File: src/rtl/abc_pkg.sv
// -----------------------------------------------------------------------------
// abc_pkg
// Shared definitions for the ABC result collector:
//   - default FIFO depth and result width
//   - width of the batch "remaining" counter
//   - FSM state type and encoding used by abc_collector
// -----------------------------------------------------------------------------
package abc_pkg;

    localparam int DEPTH_DEFAULT = 4;   // result FIFO entries
    localparam int W_DEFAULT     = 16;  // {x,y} result width from the converter
    localparam int CNT_W         = 6;   // batch length / remaining counter width

    // FSM encoding, kept as plain constants so older tools can consume it too.
    typedef logic [1:0] state_t;
    localparam state_t ST_IDLE     = 2'd0;
    localparam state_t ST_REQ      = 2'd1;
    localparam state_t ST_WAIT_END = 2'd2;
    localparam state_t ST_STORE    = 2'd3;

endpackage

File: src/rtl/collector_fifo.sv
// -----------------------------------------------------------------------------
// collector_fifo
// DEPTH x W show-ahead FIFO. The head entry is held in a register that is
// reloaded every cycle from the array (registered read), so o_rd_data always
// presents the oldest stored result while o_valid is high.
//
// Ports:
//   i_clock    clock, all state on posedge
//   i_reset    asynchronous active-high reset (empties FIFO, head = 0)
//   i_wr_en    write i_wr_data at the tail
//   i_wr_data  data to write
//   i_rd_en    pop the head (ignored while empty)
//   o_rd_data  head-of-FIFO data
//   o_valid    FIFO not empty
//   o_count    occupancy, 0..DEPTH
// -----------------------------------------------------------------------------
module collector_fifo #(
    parameter int DEPTH = 4,
    parameter int W     = 16
) (
    input  logic                     i_clock,
    input  logic                     i_reset,
    input  logic                     i_wr_en,
    input  logic [W-1:0]             i_wr_data,
    input  logic                     i_rd_en,
    output logic [W-1:0]             o_rd_data,
    output logic                     o_valid,
    output logic [$clog2(DEPTH):0]   o_count
);

    localparam int AW = $clog2(DEPTH);
    localparam int OW = $clog2(DEPTH) + 1;
    localparam logic [OW-1:0] FULL_CNT = OW'(DEPTH);

    logic [W-1:0]  r_mem [DEPTH];
    logic [W-1:0]  r_head;
    logic [AW-1:0] r_wr_ptr;
    logic [AW-1:0] r_rd_ptr;
    logic [OW-1:0] r_count;

    logic          w_rd_fire;
    logic          w_wr_fire;
    logic [AW-1:0] w_rd_ptr_next;
    logic [OW-1:0] w_count_next;

    assign w_rd_fire = i_rd_en && (r_count != '0);
    // A write into a full FIFO only lands if a read frees the slot this cycle.
    assign w_wr_fire = i_wr_en && ((r_count < FULL_CNT) || w_rd_fire);

    // Pointers are AW bits wide, so DEPTH being a power of two makes them wrap.
    assign w_rd_ptr_next = w_rd_fire ? r_rd_ptr + AW'(1) : r_rd_ptr;
    assign w_count_next  = r_count + OW'(w_wr_fire) - OW'(w_rd_fire);

    always_ff @(posedge i_clock) begin
        if (w_wr_fire) begin
            r_mem[r_wr_ptr] <= i_wr_data;
        end
    end

    always_ff @(posedge i_clock or posedge i_reset) begin
        if (i_reset) begin
            r_wr_ptr <= '0;
            r_rd_ptr <= '0;
            r_count  <= '0;
            r_head   <= '0;
        end else begin
            if (w_wr_fire) begin
                r_wr_ptr <= r_wr_ptr + AW'(1);
            end
            r_rd_ptr <= w_rd_ptr_next;
            r_count  <= w_count_next;
            // The next head is either the word being written right now (FIFO
            // empty, or draining its last entry) or one already in the array.
            // While the FIFO stays empty the head simply holds its old value.
            if (w_count_next != '0) begin
                if (w_wr_fire && (r_wr_ptr == w_rd_ptr_next)) begin
                    r_head <= i_wr_data;
                end else begin
                    r_head <= r_mem[w_rd_ptr_next];
                end
            end
        end
    end

    assign o_rd_data = r_head;
    assign o_valid   = (r_count != '0);
    assign o_count   = r_count;

endmodule

File: src/rtl/abc_collector.sv
// -----------------------------------------------------------------------------
// abc_collector
// Runs a batch of conversions on an upstream soc/eoc converter and queues the
// results in a small FIFO for a ready/valid consumer.
//
// Ports:
//   i_clock       clock, all state on posedge
//   i_reset       asynchronous active-high reset
//   i_start       one-cycle pulse in IDLE to begin a batch
//   i_count       batch length (0..32), sampled with i_start
//   o_soc         start-of-conversion request to the converter
//   i_eoc         converter end-of-conversion (1 = idle/result valid)
//   i_res         converter result, valid while i_eoc = 1
//   o_dout        head-of-FIFO result
//   o_dout_valid  FIFO not empty
//   i_dout_ready  consumer accepts o_dout when o_dout_valid = 1
//   o_busy        batch in progress
//   o_done        one-cycle pulse when the last result of a batch is written
//                 (also pulses for a zero-length batch)
// -----------------------------------------------------------------------------
module abc_collector
    import abc_pkg::*;
#(
    parameter int DEPTH = DEPTH_DEFAULT,
    parameter int W     = W_DEFAULT
) (
    input  logic             i_clock,
    input  logic             i_reset,
    input  logic             i_start,
    input  logic [CNT_W-1:0] i_count,
    output logic             o_soc,
    input  logic             i_eoc,
    input  logic [W-1:0]     i_res,
    output logic [W-1:0]     o_dout,
    output logic             o_dout_valid,
    input  logic             i_dout_ready,
    output logic             o_busy,
    output logic             o_done
);

    localparam int OW = $clog2(DEPTH) + 1;
    localparam logic [OW-1:0] FULL_CNT = OW'(DEPTH);

    state_t           r_state;
    logic [CNT_W-1:0] r_remaining;
    logic [W-1:0]     r_hold;
    logic             r_soc;
    logic             r_done;
    // Set once the holding register has been pushed (or holds nothing yet),
    // so a STORE that has to wait for a free slot never writes twice.
    logic             r_written;

    state_t           w_state_next;
    logic [CNT_W-1:0] w_remaining_next;
    logic [W-1:0]     w_hold_next;
    logic             w_soc_next;
    logic             w_done_next;
    logic             w_written_next;

    logic             w_wr_en;
    logic             w_rd_fire;
    logic [OW-1:0]    w_occ;
    logic [OW-1:0]    w_occ_after;
    logic             w_slot_free;

    assign w_wr_en   = (r_state == ST_STORE) && !r_written;
    assign w_rd_fire = o_dout_valid && i_dout_ready;

    // Occupancy as it will be after this edge, so a read in the same cycle
    // as a pending decision already counts as a freed slot.
    assign w_occ_after = w_occ + OW'(w_wr_en) - OW'(w_rd_fire);
    assign w_slot_free = (w_occ_after < FULL_CNT);

    always_comb begin
        w_state_next     = r_state;
        w_remaining_next = r_remaining;
        w_hold_next      = r_hold;
        w_soc_next       = r_soc;
        w_done_next      = 1'b0;
        w_written_next   = r_written;

        case (r_state)
            ST_IDLE: begin
                if (i_start) begin
                    if (i_count == '0) begin
                        w_done_next = 1'b1;
                    end else begin
                        w_remaining_next = i_count;
                        w_written_next   = 1'b1;
                        // With the FIFO full, park in STORE (nothing to write)
                        // until the consumer frees a slot.
                        w_state_next     = w_slot_free ? ST_REQ : ST_STORE;
                    end
                end
            end

            ST_REQ: begin
                // soc is only raised once the converter reports idle; this
                // also covers a conversion left running across a reset.
                if (!r_soc) begin
                    if (i_eoc) begin
                        w_soc_next = 1'b1;
                    end
                end else if (!i_eoc) begin
                    w_soc_next   = 1'b0;
                    w_state_next = ST_WAIT_END;
                end
            end

            ST_WAIT_END: begin
                if (i_eoc) begin
                    w_hold_next    = i_res;
                    w_written_next = 1'b0;
                    w_state_next   = ST_STORE;
                end
            end

            ST_STORE: begin
                if (!r_written) begin
                    w_remaining_next = r_remaining - CNT_W'(1);
                    w_written_next   = 1'b1;
                end
                if (!r_written && (r_remaining == CNT_W'(1))) begin
                    w_done_next  = 1'b1;
                    w_state_next = ST_IDLE;
                end else if (w_slot_free) begin
                    w_state_next = ST_REQ;
                end
            end

            default: begin
                w_state_next = ST_IDLE;
            end
        endcase
    end

    always_ff @(posedge i_clock or posedge i_reset) begin
        if (i_reset) begin
            r_state     <= ST_IDLE;
            r_remaining <= '0;
            r_hold      <= '0;
            r_soc       <= 1'b0;
            r_done      <= 1'b0;
            r_written   <= 1'b1;
        end else begin
            r_state     <= w_state_next;
            r_remaining <= w_remaining_next;
            r_hold      <= w_hold_next;
            r_soc       <= w_soc_next;
            r_done      <= w_done_next;
            r_written   <= w_written_next;
        end
    end

    collector_fifo #(
        .DEPTH (DEPTH),
        .W     (W)
    ) u_fifo (
        .i_clock   (i_clock),
        .i_reset   (i_reset),
        .i_wr_en   (w_wr_en),
        .i_wr_data (r_hold),
        .i_rd_en   (i_dout_ready),
        .o_rd_data (o_dout),
        .o_valid   (o_dout_valid),
        .o_count   (w_occ)
    );

    assign o_soc  = r_soc;
    assign o_done = r_done;
    assign o_busy = (r_state != ST_IDLE);

endmodule
File: config.mk
export PLATFORM = sky130hd
export DESIGN_NAME = abc_collector
export DESIGN_NICKNAME = d
export VERILOG_FILES = /design/src/rtl/abc_pkg.sv /design/src/rtl/collector_fifo.sv /design/src/rtl/abc_collector.sv
export SDC_FILE = /design/constraint.sdc
export NUM_CORES = 1
export LEC_CHECK = 0
export ABC_AREA = 1
export CAP_MARGIN = 10
export CORE_AREA = 2 2 130 144
export CTS_BUF_LIST = sky130_fd_sc_hd__clkbuf_2
export DETAILED_ROUTE_END_ITERATION = 12
export DIE_AREA = 0 0 132 146
export DONT_BUFFER_PORTS = 1
export PLACE_DENSITY_LB_ADDON = 0.25
export SYNTH_ARGS = -nofsm -noshare
export SYNTH_HDL_FRONTEND = slang
export SYNTH_SLANG_ARGS = --single-unit
File: constraint.sdc
create_clock -name i_clock -period 2.7 [get_ports i_clock]
set_input_delay 0.405 -clock i_clock [delete_from_list [all_inputs] [get_ports i_clock]]
set_output_delay 0.405 -clock i_clock [all_outputs]
set_load 0.01 [all_outputs]
### Word-level counts from Yosys, hierarchy flattened

Memory sizes are Yosys's and may differ from the RTL's. A register that Yosys moved wholly into a read port is not among the register bits.
Index checks and enable logic that the tools add are counted.
Widths: inputs -> output; s select.

| operators by class | value |
|---|---|
| eq/ne operators | 11 |
| mux-type cells | 25 |
| reductions and logical operators | 17 |
| $lt $le $gt $ge | 2 |
| add/sub/neg operators | 7 |

Operators by type and width:

| kind | count |
|---|---|
| $mux 2 | 9 |
| $mux 6 | 3 |
| $ne 2x2->1 const B | 6 |
| $pmux 6 s2 | 1 |
| $mux 1 | 9 |
| $reduce_bool 3->1 | 3 |
| $pmux 2 s4 | 1 |
| $reduce_and 4->1 | 2 |
| $add 3x1->3 | 2 |
| $eq 6x1->1 const B | 1 |
| $logic_not 6->1 | 1 |
| $lt 3x3->1 const B | 2 |
| $reduce_and 6->1 | 1 |
| $sub 3x1->3 | 2 |
| $sub 6x1->6 const B | 1 |
| $add 2x1->2 const B | 2 |
| $eq 2x2->1 const B | 2 |
| $logic_and 1x1->1 | 4 |
| $reduce_bool 2->1 | 2 |
| $ne 3x2->1 const B | 1 |
| $pmux 1 s3 | 1 |
| $eq 2x1->1 const B | 1 |
| $logic_not 2->1 | 1 |
| $pmux 1 s2 | 1 |
| 3 further kinds | 3 |

| storage, ports and cells | value |
|---|---|
| bits in registers | 34 |
| word-level logic and storage cells | 72 |
| memories kept | 1 |
| bits of input ports | 27 |
| output and inout port bits | 20 |
| memory bits (writable) | 64 |

Memories:

| name | depth | width | read ports | clocked after Yosys merged registers in | write ports | line | RTL |
|---|---|---|---|---|---|---|---|
| u_fifo.r_mem | 4 | 16 | 1 | 1 | 1 | collector_fifo.sv:35 | `logic [W-1:0] r_mem [DEPTH];` |

### Longest topological paths before layout

| depth | value |
|---|---|
| depth in word-level cells | 9 |
| mapped depth | 17 |
| depth with buffers taken out | 16 |

### Cells and area by module

From an unflattened synthesis, not the netlist that was laid out.

| unflattened totals | value |
|---|---|
| cell total of the unflattened synthesis | 531 |
| area total of the unflattened synthesis | 5490.3 um^2 |

Modules (own cells, without submodules):

| module | sequential area each (um^2) | instances | cells an instance | area an instance (um^2) |
|---|---|---|---|---|
| collector_fifo | 2497.4 | 1 | 371 | 4025.1 |
| abc_collector | 676.9 | 1 | 160 | 1465.2 |

### Least setup slack after synthesis

OpenSTA, ideal clock, no wires.

| timing path | value |
|---|---|
| kind | register to register |
| start | reg r_state[0] |
| end | reg u_fifo.r_head[0], in the netlist u_fifo.o_rd_data[0] (read register of u_fifo.r_mem) |
| setup slack | 0.229 ns |
| data arrival time | 2.406 ns |
| library setup time | 0.065 ns |
| cell stages (with the launch flop) | 15 |
| path buffers | 2 |
| cell sequence | dfrtp_1 > ha_1 > buf_4 > inv_2 > nor2_2 > inv_2 > a21oi_4 > ha_1 > fa_1 > xor2_1 > nand3_2 > inv_2 > buf_2 > nand2_1 > nand2_1 |

| on the way | value |
|---|---|
| word-level cells in the longest chain between the ends | 6 |

Ends and longest elaborated chain:

| what | line | RTL |
|---|---|---|
| from (decl) | abc_collector.sv:44 | `state_t r_state;` |
| from (signal assigned) | abc_collector.sv:146 | `r_state <= w_state_next;` |
| $eq 2x2->1 | abc_collector.sv:66 | `assign w_wr_en = (r_state == ST_STORE) && !r_written;` |
| $logic_and 1x1->1 | abc_collector.sv:66 |  |
| $logic_and 1x1->1 | collector_fifo.sv:48 | `assign w_wr_fire = i_wr_en && ((r_count < FULL_CNT) \|\| w_rd_fire);` |
| net u_fifo.w_wr_fire | collector_fifo.sv:42 | `logic w_wr_fire;` |
| $add 3x1->3 | collector_fifo.sv:52 | `assign w_count_next = r_count + OW'(w_wr_fire) - OW'(w_rd_fire);` |
| $sub 3x1->3 | collector_fifo.sv:52 |  |
| $reduce_bool 3->1 | collector_fifo.sv:75 | `if (w_count_next != '0) begin` |
| to (decl) | collector_fifo.sv:36 | `logic [W-1:0] r_head;` |

The timed path passes the listed nets, and every way through them passes these cells.
A chain may end at the register's enable or synchronous reset.

### Worst setup path after layout

| timing path | value |
|---|---|
| start | reg u_fifo.r_count[2], in the netlist u_fifo.o_count[2] |
| end | reg u_fifo.r_head[2], in the netlist u_fifo.o_rd_data[2] (read register of u_fifo.r_mem) |

| on the way | value |
|---|---|
| word-level cells in the longest chain between the ends | 7 |

Ends and longest elaborated chain:

| what | line | RTL |
|---|---|---|
| from (decl) | collector_fifo.sv:39 | `logic [OW-1:0] r_count;` |
| from (signal assigned) | collector_fifo.sv:71 | `r_count <= w_count_next;` |
| $reduce_bool 3->1 (*) | n/a |  |
| net o_dout_valid | abc_collector.sv:35 | `output logic o_dout_valid,` |
| $logic_and 1x1->1 (*) | collector_fifo.sv:46 | `assign w_rd_fire = i_rd_en && (r_count != '0);` |
| $logic_or 1x1->1 | collector_fifo.sv:48 |  |
| $logic_and 1x1->1 | collector_fifo.sv:48 |  |
| $add 3x1->3 | collector_fifo.sv:52 |  |
| $sub 3x1->3 | collector_fifo.sv:52 |  |
| $reduce_bool 3->1 | collector_fifo.sv:75 |  |

The timed path passes the listed nets; every way through them passes the cells marked *.

==> summary.txt <==
Outcome
  – Status: finished clean

Clocking
  – Clock transition at the registers of the reported paths: around 0.19 ns
  – Setup bufs post-CTS: 0
  – Max clock buf depth: 2
  – CTS root buffer: clkbuf_2
  – CTS tree: yes
  – Clock insertion delay at the later pin of the skew report: 0.67 ns
  – Total CTS buffers: 17
  – Htree depth: 4
  – Clock Sinks: between 100 and 150

Route
  – Drt total wl: 12,600 um
  – Average wire per standard cell: 15.2 um
  – Drt drc: 0
  – Number of detailed-route iterations in the first pass: 4
  – 1st-iter DRT viols: around 200
  – Post-route ant nets: 0
  – Vias: about 3,800
  – Drt via density: ~4.6

Synth
  – Cells after Synth: 541
  – Syn_nets: approximately 580
  – Yosys Warn Count: 0
  – Yosys cell types: 30
  – Post-synthesis sequential area ratio: 60.4%
  – Post-Syn Area: 5260 sq um
  – Synthesized area per cell: between 9 and 10 sq um
  – Yosys reg bits: ~110

Die
  – Die Area: 19,300 sq um
  – Die Ht: roughly 150 um
  – Initial Util: just under 30%
  – I/O pin count: 47
  – Die width: around 130 um
  – Site row count: 51
  – Core area: approximately 18,000 sq um

Placed design
  – Post-DP HPWL: roughly 8000 um
  – Cell Area, Placed: between 5000 and 6000 sq um
  – Port Buffer Count: 0
  – Gpl congestion: 0.781
  – Dpl ws: 0.185 ns

STA
  – Final period util: between 90% and 100%
  – Setup TNS: 0 ns
  – Setup Skew: approximately 0.030 ns
  – RSZ-0062 raised after global routing: false
  – Hold Fails Final Rpt: 0
  – Pins Over Slew Limit: 0
  – Worst-Margin Slew: 0.499 ns
  – Rel. slew slack: between 60% and 70%
  – Period minus WS final: between 2 and 2.5 ns
  – Fmax: between 400 and 500 MHz
  – Final setup viols: 0
  – Final setup margin: between 0.2 and 0.25 ns

Global route
  – Met1 Resource Use GR: between 10% and 20%
  – First-pass GRT wire length: around 20,000 um
  – Met3 Use GR: under 10%
  – Largest net degree at the start of global routing: 37
  – Overall Global Routing Usage: 13.4%
  – Grt met2 use: a little under a quarter
  – Grt total ovfl: 0
  – GR peak layer: met2
  – Initial antenna violation count: 1
  – Vias in the first global route: between 3,000 and 4,000

Power and ir drop
  – Max VDD drop: between 0.5 and 0.6 mV
  – Sw frac: a little under half
  – Lkg Pwr: 2.64 nW
  – Total power: just under 7 mW
  – Comb power frac: approximately two fifths
  – Sequential fraction of design power: ~43%
  – PD cells: approximately 1100 nW/um^2
  – Clock share of power: between 10% and 20%
  – Sw power: ~3 mW
  – Internal power: 3.67 mW

Layout
  – Layout Area Growth over Synthesis: 14.4%
  – Proportion of layout cells with a drive suffix above 1: a little under an eighth
  – Final nets: 618
  – Final core utilization: approximately 34%
  – Post-route cell area: between 6000 and 7000 sq um

Worst setup path
  – CP endpoint kind: flop
  – CP Launch Point: u_fifo.o_count[2]
  – R2R Path Start: u_fifo.o_count[2]
  – CP max-delay cell: dfrtp_1
  – Critical path type: flop to flop
  – CP Cell Sequence: nor2_4, nand2_4, nand2_4, inv_1, nand2_1, o21ai_0, ha_1, fa_1, xor2_2, nand3_2, buf_6, nand3_1, nand2_1
  – Critical Path AT: ~3.0 ns
  – Worst Path Max Fanout: 16
  – CP required: ~3.3 ns
  – Startpoint Class: flop
  – Slowest stage delay, CP: just under 0.5 ns

Worst hold path
  – Worst hold path class: input port to flop
  – Hold path start: i_count[2]

Run
  – Max Cap Viol: 0
critical path, delay by kind of cell (launching register included):
family          cells  cell delay, ns
buf+inv             2            0.26
xor+xnor            1            0.20
fa+ha+maj           2            0.61
simple gates        7            0.74
flops               1            0.49
compound gates      1            0.10
per-stage QoR:
step | cells | hold WS, ns
2_1_floorplan | 541 | 0.476
3_3_place_gp | 771 | 0.265
3_5_place_dp | 771 | 0.273
4_1_cts | 828 | 0.00502
5_1_grt | 829 | 0.0296
6_report | 829 | 0.0625
cell families after synthesis:
logic type | synth area share (%)
AOI/OAI and AO/OA | 4.31
xor gates and xnor gates | 0.833
adders and majority gates | 3.47
buffers and inverters | 6.57
DFF | 60.4
and+or+nand+nor | 24.4
state kept, by name, summed over array words and instances (netlist names):
name              count
u_fifo.r_rd_ptr       2
r_written             1
u_fifo.r_mem         64
r_state               2
u_fifo.o_count        3
r_hold               16
u_fifo.r_wr_ptr       2
r_remaining           6
o_soc                 1
o_done                1
u_fifo.o_rd_data     16
cell usage after synthesis (all sizes together):
| cell | instances | area, sq um |
|---|---|---|
| fa | 1 | 20.0 |
| dfstp | 1 | 26.3 |
| xor2 | 5 | 43.8 |
| a21oi | 19 | 106 |
| ha | 13 | 163 |
| o31ai | 1 | 7.51 |
| dfrtp | 49 | 1230 |
| buf | 14 | 83.8 |
| nand2 | 158 | 646 |
| inv | 61 | 229 |
| o211ai | 4 | 30.0 |
| nand4 | 2 | 12.5 |
| clkbuf | 6 | 32.5 |
| nor2 | 33 | 146 |
| edfxtp | 64 | 1920 |
| nor3 | 2 | 10.0 |
| o21ai | 14 | 70.1 |
| o22ai | 2 | 12.5 |
| nand3 | 92 | 470 |
path summary, 6_finish.rpt:
kind	endpoint	slack (ns)	depth (start not counted)
min reg2reg	u_fifo.r_mem[1][2]	0.54	0
min	r_remaining[2]	0.06	4
max reg2reg	u_fifo.o_rd_data[2]	0.21	13
max in group asynchronous	r_hold[5]	1.74	3
max	u_fifo.o_rd_data[2]	0.21	13
min in group asynchronous	u_fifo.o_rd_data[9]	0.10	2
layout make-up:
cell class / count / area [sq um]
Fill cell: 1814 / 11700
Sequential cell: 114 / 3170
Multi-Input combinational cell: 346 / 1750
Timing Repair Buffer: 37 / 344
Tap cell: 238 / 298
Inverter: 61 / 231
Clock inverter: 15 / 134
Clock buffer: 17 / 85.1
Antenna cell: 1 / 2.50
power by group through the flow:
stage | sequential (mW) | combinational, mW | clock [mW]
CTS | 2.88 | 2.81 | 1.08
global placement | 2.90 | 2.73 | 0
floorplan | 2.77 | 2.14 | 0
detailed placement | 2.91 | 2.78 | 0
finish | 2.87 | 2.82 | 1.04
global route | 2.93 | 3.26 | 1.16
metal layers:
layer,wire length [um],part of all wire [%]
met5,0,0
met4,184,1.5
met3,695,5.5
met2,6390,51
met1,5300,42
timing repair:
item / CTS / global route
resized for setup: 0 / 4
hold endpoints to repair: 41 / 0
setup endpoints to repair: 0 / 16
hold buffers: 25 / 0
placed cells by master, fill, tap and decap left out, types with 2 or more instances in the layout:
| cell type | synthesis | final |
|---|---|---|
| nand2_1 | 149 | 149 |
| nand3_1 | 90 | 90 |
| edfxtp_1 | 64 | 64 |
| inv_1 | 55 | 54 |
| dfrtp_1 | 49 | 49 |
| nor2_1 | 28 | 28 |
| dlygate4sd3_1 | 0 | 25 |
| a21oi_1 | 18 | 18 |
| clkbuf_2 | 0 | 17 |
| o21ai_0 | 14 | 14 |
| ha_1 | 13 | 13 |
| buf_4 | 2 | 11 |
| inv_2 | 6 | 6 |
| nand2_4 | 6 | 6 |
| clkinvlp_4 | 0 | 5 |
| o211ai_1 | 4 | 4 |
| xor2_1 | 5 | 4 |
| nor2_2 | 3 | 3 |
| nand2_2 | 3 | 3 |
| inv_6 | 0 | 3 |
| clkinv_4 | 0 | 3 |
| nor2_4 | 2 | 2 |
| nand3_2 | 2 | 2 |
| nand4_1 | 2 | 2 |
| nor3_1 | 2 | 2 |
| o22ai_1 | 2 | 2 |
| clkinv_2 | 0 | 2 |
Power figures use the tool's default switching activity.
